**src/rtl/univ_shift_reg.sv**
```systemverilog
// WIDTH-bit universal register: hold, load, shift, rotate, increment, decrement.
// State updates on the falling edge of clk; reset is asynchronous and active-low.
module univ_shift_reg #(
  parameter int unsigned WIDTH     = 4,
  parameter int unsigned RESET_VAL = 0
) (
  input  logic             clk,
  input  logic             reset,
  input  logic             en,
  input  logic             clr,
  input  logic [2:0]       mode,
  input  logic [WIDTH-1:0] d,
  input  logic             sin,
  output logic [WIDTH-1:0] q,
  output logic             sout,
  output logic             co,
  output logic             zero
);

  localparam int unsigned WX = WIDTH + 1;

  localparam logic [2:0] MODE_HOLD = 3'b000;
  localparam logic [2:0] MODE_LOAD = 3'b001;
  localparam logic [2:0] MODE_SHL  = 3'b010;
  localparam logic [2:0] MODE_SHR  = 3'b011;
  localparam logic [2:0] MODE_ROL  = 3'b100;
  localparam logic [2:0] MODE_ROR  = 3'b101;
  localparam logic [2:0] MODE_INC  = 3'b110;
  localparam logic [2:0] MODE_DEC  = 3'b111;

  logic [WIDTH-1:0] q_nxt;
  logic             sout_nxt;
  logic             co_nxt;
  logic [WX-1:0]    sum;
  logic [WX-1:0]    diff;

  // Extended-width arithmetic so the top bit carries the wrap (carry or borrow).
  assign sum  = WX'(q) + WX'(1);
  assign diff = WX'(q) - WX'(1);

  // Next-state decode; unknown or X mode falls to the default (hold) branch.
  always_comb begin
    q_nxt    = q;
    sout_nxt = sout;
    co_nxt   = co;
    if (en) begin
      sout_nxt = 1'b0;
      co_nxt   = 1'b0;
      if (clr) begin
        q_nxt = '0;
      end else begin
        case (mode)
          MODE_HOLD: q_nxt = q;
          MODE_LOAD: q_nxt = d;
          MODE_SHL: begin
            q_nxt    = {q[WIDTH-2:0], sin};
            sout_nxt = q[WIDTH-1];
          end
          MODE_SHR: begin
            q_nxt    = {sin, q[WIDTH-1:1]};
            sout_nxt = q[0];
          end
          MODE_ROL: begin
            q_nxt    = {q[WIDTH-2:0], q[WIDTH-1]};
            sout_nxt = q[WIDTH-1];
          end
          MODE_ROR: begin
            q_nxt    = {q[0], q[WIDTH-1:1]};
            sout_nxt = q[0];
          end
          MODE_INC: begin
            q_nxt  = sum[WIDTH-1:0];
            co_nxt = sum[WIDTH];
          end
          MODE_DEC: begin
            q_nxt  = diff[WIDTH-1:0];
            co_nxt = diff[WIDTH];
          end
          default: q_nxt = q;
        endcase
      end
    end
  end

  // State register on the falling edge.
  always_ff @(negedge clk or negedge reset) begin
    if (!reset) begin
      q    <= WIDTH'(RESET_VAL);
      sout <= 1'b0;
      co   <= 1'b0;
    end else begin
      q    <= q_nxt;
      sout <= sout_nxt;
      co   <= co_nxt;
    end
  end

  assign zero = (q == '0);

endmodule

```
**config.mk**
```make
export PLATFORM = sky130hd
export DESIGN_NAME = univ_shift_reg
export DESIGN_NICKNAME = d
export VERILOG_FILES = /design/src/rtl/univ_shift_reg.sv
export SDC_FILE = /design/constraint.sdc
export NUM_CORES = 1
export LEC_CHECK = 0
export BUFFER_PORTS_ARGS = -buffer_cell sky130_fd_sc_hd__buf_2
export CAP_MARGIN = 20
export CORE_UTILIZATION = 50
export DETAILED_ROUTE_END_ITERATION = 8
export HOLD_SLACK_MARGIN = 0.1
export PLACE_DENSITY = 0.76
export SLEW_MARGIN = 15
export SYNTH_ARGS = -nofsm -noshare
export SYNTH_HDL_FRONTEND = slang
export SYNTH_SLANG_ARGS = --single-unit
export TNS_END_PERCENT = 50
```
**constraint.sdc**
```tcl
create_clock -name clk -period 3.4 [get_ports clk]
set_clock_uncertainty 0.2 [all_clocks]
set_input_delay 0.68 -clock clk [delete_from_list [all_inputs] [get_ports clk]]
set_output_delay 0.68 -clock clk [all_outputs]
set_load 0.005 [all_outputs]
```
==> impl_metrics.json, run 1 <==
{
  "root_buffer": "clkbuf_4",
  "cp_cell_sequence": "inv_2, ha_4, nor3b_4, buf_2",
  "max_stage_delay_ns": 0.43,
  "violations": "negative setup slack",
  "slew_violations": 0,
  "hold_buffers": 0,
  "synth_area_leaders": "dfrtn_1, ha_1, o41ai_2",
  "power.total_mw": 0.329,
  "yosysMostFrequentCell": "dfrtn_1",
  "yosysTopAreaCellShare_pct": 22.8,
  "diodes": 0,
  "grt_pass1_vias": 710,
  "vias": 763,
  "synth_cell_type_count": 36,
  "status": "finished, violations left",
  "dieArea_mm2": 0.00147,
  "grt_pass1_wl_um": 3160,
  "synth_edf_count": 0,
  "drive_gt1_share_pct": 56.5,
  "routed_via_density": 6.25,
  "rows": 12,
  "cp-end-kind": "output pin",
  "cts_sinks": 6,
  "grt_util_all_layers_pct": 34.3,
  "async_flop_share_pct": 100,
  "grt-ovfl-total": 0,
  "p_clk_share_pct": 23.0,
  "finalHoldViolations": 0,
  "intPower_mw": 0.208,
  "max-slew-margin-rel_pct": 75.1,
  "synth_area_leader_cell": "dfrtn_1",
  "place_area_um2": 886,
  "portBuffers": 18,
  "drt-initial-drc-count": 43,
  "grtUsageMet2_pct": 61.9,
  "finalInstanceArea_mm2": 0.00100,
  "crit_arrival_ns": 2.87,
  "synth_area_per_cell_um2": 9.27,
  "routed_wl_um": 2200,
  "critPathSlowestCell": "dfrtn_1",
  "tightest_slew_ns": 0.373,
  "use_met3_pct": 8.14,
  "gp_congestion": 0.890,
  "synthCells": 71,
  "synth-seq-area-share_pct": 22.8,
  "p_sw_share_pct": 36.8,
  "grt.met1_usage_pct": 34.8,
  "drc": 0,
  "dp_hpwl_um": 1470,
  "irDropWorstVdd_uv": 212,
  "cp_max_fo": 2,
  "clk-insertion-delay-late_ns": 0.27,
  "start_util_pct": 56.2,
  "dr.pass1.iters": 4,
  "grt_max_degree": 11,
  "syn-cell-area_um2": 658,
  "comb_power_share_pct": 50.9,
  "cellLeakagePower_nw": 0.484,
  "p_sw_mw": 0.121,
  "path_clk_slew_ns": 0.04,
  "cts_tree": "yes",
  "coreArea_mm2": 0.00117,
  "clk_path_buf_depth": 2,
  "synth_top_flop_cell": "dfrtn_1",
  "top_usage_layer": "met2",
  "yosysWarnings": 0,
  "synth_commonest_cells": "dfrtn_1, nand2_1, a211oi_1, inv_1",
  "min_path_type": "reg2reg",
  "area_growth_pct": 52.1,
  "dieHeight_um": 38.3,
  "seq_power_share_pct": 26.1,
  "routedWlPerCell_um": 18.0,
  "die_w_um": 38.3,
  "powerDensity_mw_per_mm2": 329,
  "rsz0062_at_grt": "yes",
  "num_io_pins": 19,
  "drv_cap": 0,
  "cp_data_required_time_ns": 2.52,
  "antenna_found_initial": 0,
  "antenna_left": 0,
  "cts-htree-levels": 1,
  "nNetsFinal": 125,
  "start_kind": "flop",
  "ys_ff_latch": 6,
  "setup_ws_ns": -0.354,
  "setup_violations": 6,
  "cts_made_buffers": 3,
  "worstSetupPathType": "reg2out",
  "synth_nets": 86
}
## critical path, delay by kind of cell, from the launching register on
kind                       cells  cell delay [ns]
DFF                            1             0.43
buffers and inverters          2             0.18
adders and majority gates      1             0.14
and+or+nand+nor                1             0.14
## timing repair
item                                    CTS  global route
endpoints found under the setup margin    8             8
resized for setup                         9             6
pin swaps                                 1             0
buffers inserted                          4             1
## state kept, by name (all words and copies together), names as in the netlist
register	cells
co	1
q	4
sout	1
## power groups by stage
stage | clock network (mW) | registers (mW) | logic (mW)
after global routing | 0.0795 | 0.0865 | 0.179
after floorplan | 0 | 0.0884 | 0.0778
after CTS | 0.0758 | 0.0855 | 0.156
after detailed placement | 0 | 0.0847 | 0.138
final | 0.0757 | 0.0859 | 0.168
after global placement | 0 | 0.0842 | 0.134
## kinds of logic after synthesis
kind of cell	share of synthesized area [%]
and+or+nand+nor	17.1
adders and majority gates	7.41
buffers and inverters	11.4
xor gates and xnor gates	3.99
DFF	22.8
muxes	11.6
AOI/OAI and AO/OA	25.7
## layout make-up
| cell class | count | area (um^2) |
|---|---|---|
| Multi-Input combinational cell | 54 | 498 |
| Timing Repair Buffer | 41 | 298 |
| Fill cell | 66 | 170 |
| Sequential cell | 6 | 150 |
| Clock buffer | 3 | 22.5 |
| Tap cell | 14 | 17.5 |
| Inverter | 4 | 15.0 |
## per-stage QoR
stage / TNS (ns) / hold WS, ns / utilization [%] / cells / worst slack [ns]
finish: -1.08 / 0.255 / 85.5 / 122 / -0.354
global route: -1.29 / 0.268 / 85.5 / 122 / -0.378
floorplan: -0.464 / 0.266 / - / 71 / -0.123
global placement: -1.30 / 0.248 / 75.6 / 116 / -0.269
detailed placement: -1.43 / 0.258 / 75.6 / 116 / -0.294
CTS: -1.05 / 0.258 / 82.8 / 122 / -0.362
## cell usage in the layout (no fill, tap or decap), types with 3 or more instances in the layout
cell type  synthesis  routed
nand2b_1           3       3
buf_6              2       4
a211oi_1           4       3
nand2_1            5       5
nor2b_1            3       3
clkbuf_4           0       3
buf_2              3      15
buf_4              1      21
dfrtn_1            6       6
## per-layer routing
layer  vias up  wire length (um)
li1        339                 -
met1       369               837
met2        43              1160
met3        12               113
met4         0                87
met5         -                 0
## worst paths after layout
| path | slack (ns) | start | depth (start not counted) | to |
|---|---|---|---|---|
| setup / recovery | -0.35 | q[0] | 4 | zero |
| hold / removal | 0.25 | sout | 1 | sout |
| setup reg to reg | 1.35 | q[0] | 8 | q[2] |
| hold reg to reg | 0.25 | sout | 1 | sout |
| max in group asynchronous | 1.20 | reset | 1 | q[1] |
| min in group asynchronous | 1.61 | reset | 1 | q[2] |
Note: power is estimated with default switching activity, not from simulation.
==> run 2: changes to the inputs <==
- CAP_MARGIN: 20 -> 5
- SETUP_SLACK_MARGIN: unset -> 0.05
==> run 2 against run 1 <==
  * The run still ends with negative setup slack left
  * Worst hold slack gained 0.039 ns
  * Critical path depth stayed put
  * Core utilization up 2.8 points
  * Critical path type unchanged
  * Sequential cell count unchanged
  * Non-clock buffer count is 3 higher
  * Sequential share of layout area decreased by 0.47 points
  * Clock power decreased by 9.6%
  * Register-to-register slack got worse by 0.09 ns
  * Critical endpoint unchanged
  * Highest routed layer unchanged
==> impl_metrics.json, run 2 (same netlist as run 1, synthesis figures left out) <==
{
  "antenna_found_initial": 0,
  "dieArea_mm2": 0.00147,
  "cp_max_fo": 2,
  "gp_congestion": 0.882,
  "regMostFlops": "q",
  "drive_gt1_share_pct": 57.7,
  "grt.met1_usage_pct": 33.7,
  "rr_endpoint": "q[2]",
  "routedWlPerCell_um": 20.2,
  "layout_common_cells": "buf_4, buf_2, dfrtn_1",
  "die_w_um": 38.3,
  "p_sw_mw": 0.122,
  "slew_violations": 0,
  "grtUsageMet2_pct": 68.6,
  "use_met3_pct": 10.5,
  "dr.pass1.iters": 4,
  "fillers": 57,
  "cts-htree-levels": 1,
  "hold_buffers": 0,
  "p_clk_share_pct": 20.3,
  "rows": 12,
  "vias": 788,
  "fin_cells": 125,
  "irDropWorstVdd_uv": 238,
  "dp_hpwl_um": 1460,
  "timing.rr.start": "q[0]",
  "setup_violations": 7,
  "status": "finished, violations left",
  "drc": 0,
  "grt_util_all_layers_pct": 35.4,
  "largest_reg_flops": 4,
  "grt-ovfl-total": 0,
  "routed_wl_um": 2530,
  "power.total_mw": 0.336,
  "drt-initial-drc-count": 40,
  "min_path_type": "reg2reg",
  "area_growth_pct": 57.0,
  "seq_power_share_pct": 25.8,
  "powerDensity_mw_per_mm2": 325,
  "cts_sinks": 6,
  "dieHeight_um": 38.3,
  "tightest_slew_ns": 0.407,
  "cp-end-kind": "output pin",
  "finalSetupTns_ns": -1.24,
  "max-slew-margin-rel_pct": 72.8,
  "intPower_mw": 0.214,
  "place_area_um2": 886,
  "grt_max_degree": 11,
  "finalInstanceArea_mm2": 0.00103,
  "cts_made_buffers": 3,
  "cts_tree": "yes",
  "path_clk_slew_ns": 0.04,
  "top_usage_layer": "met2",
  "rsz0062_at_grt": "yes",
  "largestRegisters": "q x4, co x1, sout x1",
  "num_io_pins": 19,
  "holdPathStages": 1,
  "coreArea_mm2": 0.00117,
  "clk-insertion-delay-late_ns": 0.26,
  "comb_power_share_pct": 53.8,
  "ff2ff_setup_slack_ns": 1.26,
  "start_kind": "flop",
  "diodes": 0,
  "hold_end": "sout",
  "cellLeakagePower_nw": 0.501,
  "portBuffers": 18,
  "p_sw_share_pct": 36.3,
  "nNetsFinal": 128,
  "holdWs_ns": 0.294,
  "ff2ff_path_depth": 9,
  "grt_pass1_wl_um": 3310,
  "start_util_pct": 56.2,
  "grt_pass1_vias": 735,
  "worstSetupPathType": "reg2out",
  "clk_path_buf_depth": 2,
  "finalHoldViolations": 0,
  "antenna_left": 0,
  "crit_arrival_ns": 2.88,
  "placedCellCount": 116,
  "cp_data_required_time_ns": 2.52,
  "min_from": "sout",
  "drv_cap": 0,
  "routed_via_density": 6.30,
  "layout_commonest_cell": "buf_4",
  "root_buffer": "clkbuf_4",
  "setup_ws_ns": -0.360,
  "violations": "negative setup slack"
}
==> run 2: layout make-up <==
class	instances	area [um^2]	share of cell area [%]
inverter	4	15.0	1.45
tap	14	17.5	1.69
clock buffer	3	22.5	2.18
timing repair buffer	44	320	31.0
multi-input combinational	54	508	49.2
sequential	6	150	14.5
==> run 2: power groups by stage <==
stage	sequential [mW]	combinational, mW	clock (mW)
global placement	0.0842	0.134	0
finish	0.0868	0.181	0.0684
floorplan	0.0884	0.0778	0
CTS	0.0856	0.158	0.0681
detailed placement	0.0846	0.137	0
global route	0.0869	0.194	0.0759
==> run 2: what timing repair did <==
item / in CTS / in global routing
resized for setup: 11 / 6
endpoints found under the setup margin: 8 / 11
hold endpoints to repair: 0 / 0
gates cloned: 0 / 0
pin swaps: 2 / 0
buffers inserted: 4 / 2
==> run 2: worst max-delay path by stage <==
stage | depth (start not counted) | slack, ns | from | to
after floorplan | 5 | -0.12 | mode[2] | q[2]
after detailed placement | 6 | -0.30 | mode[0] | q[3]
after global routing | 4 | -0.41 | q[0] | zero
after CTS | 4 | -0.34 | q[0] | zero
after global placement | 5 | -0.27 | mode[2] | q[2]
final | 4 | -0.36 | q[1] | zero
==> run 2: routing by layer <==
layer | wire length [um] | vias up | part of all wire, %
met4 | 87 | 0 | 3.4
li1 | - | 345 | -
met3 | 165 | 15 | 6.5
met1 | 897 | 369 | 35
met2 | 1380 | 59 | 54
met5 | 0 | - | 0
==> run 2: through the flow <==
step | setup WS [ns] | util (%)
after CTS | -0.340 | 84.2
final | -0.360 | 88.2
after global placement | -0.269 | 75.6
after global routing | -0.405 | 88.2
after floorplan | -0.123 | -
after detailed placement | -0.302 | 75.6
==> run 2: worst max-delay path, stage by stage (launching register included) <==
cell,delay [ns]
dfrtn_1,0.43
inv_2,0.07
ha_4,0.16
nor3b_4,0.14
buf_2,0.12
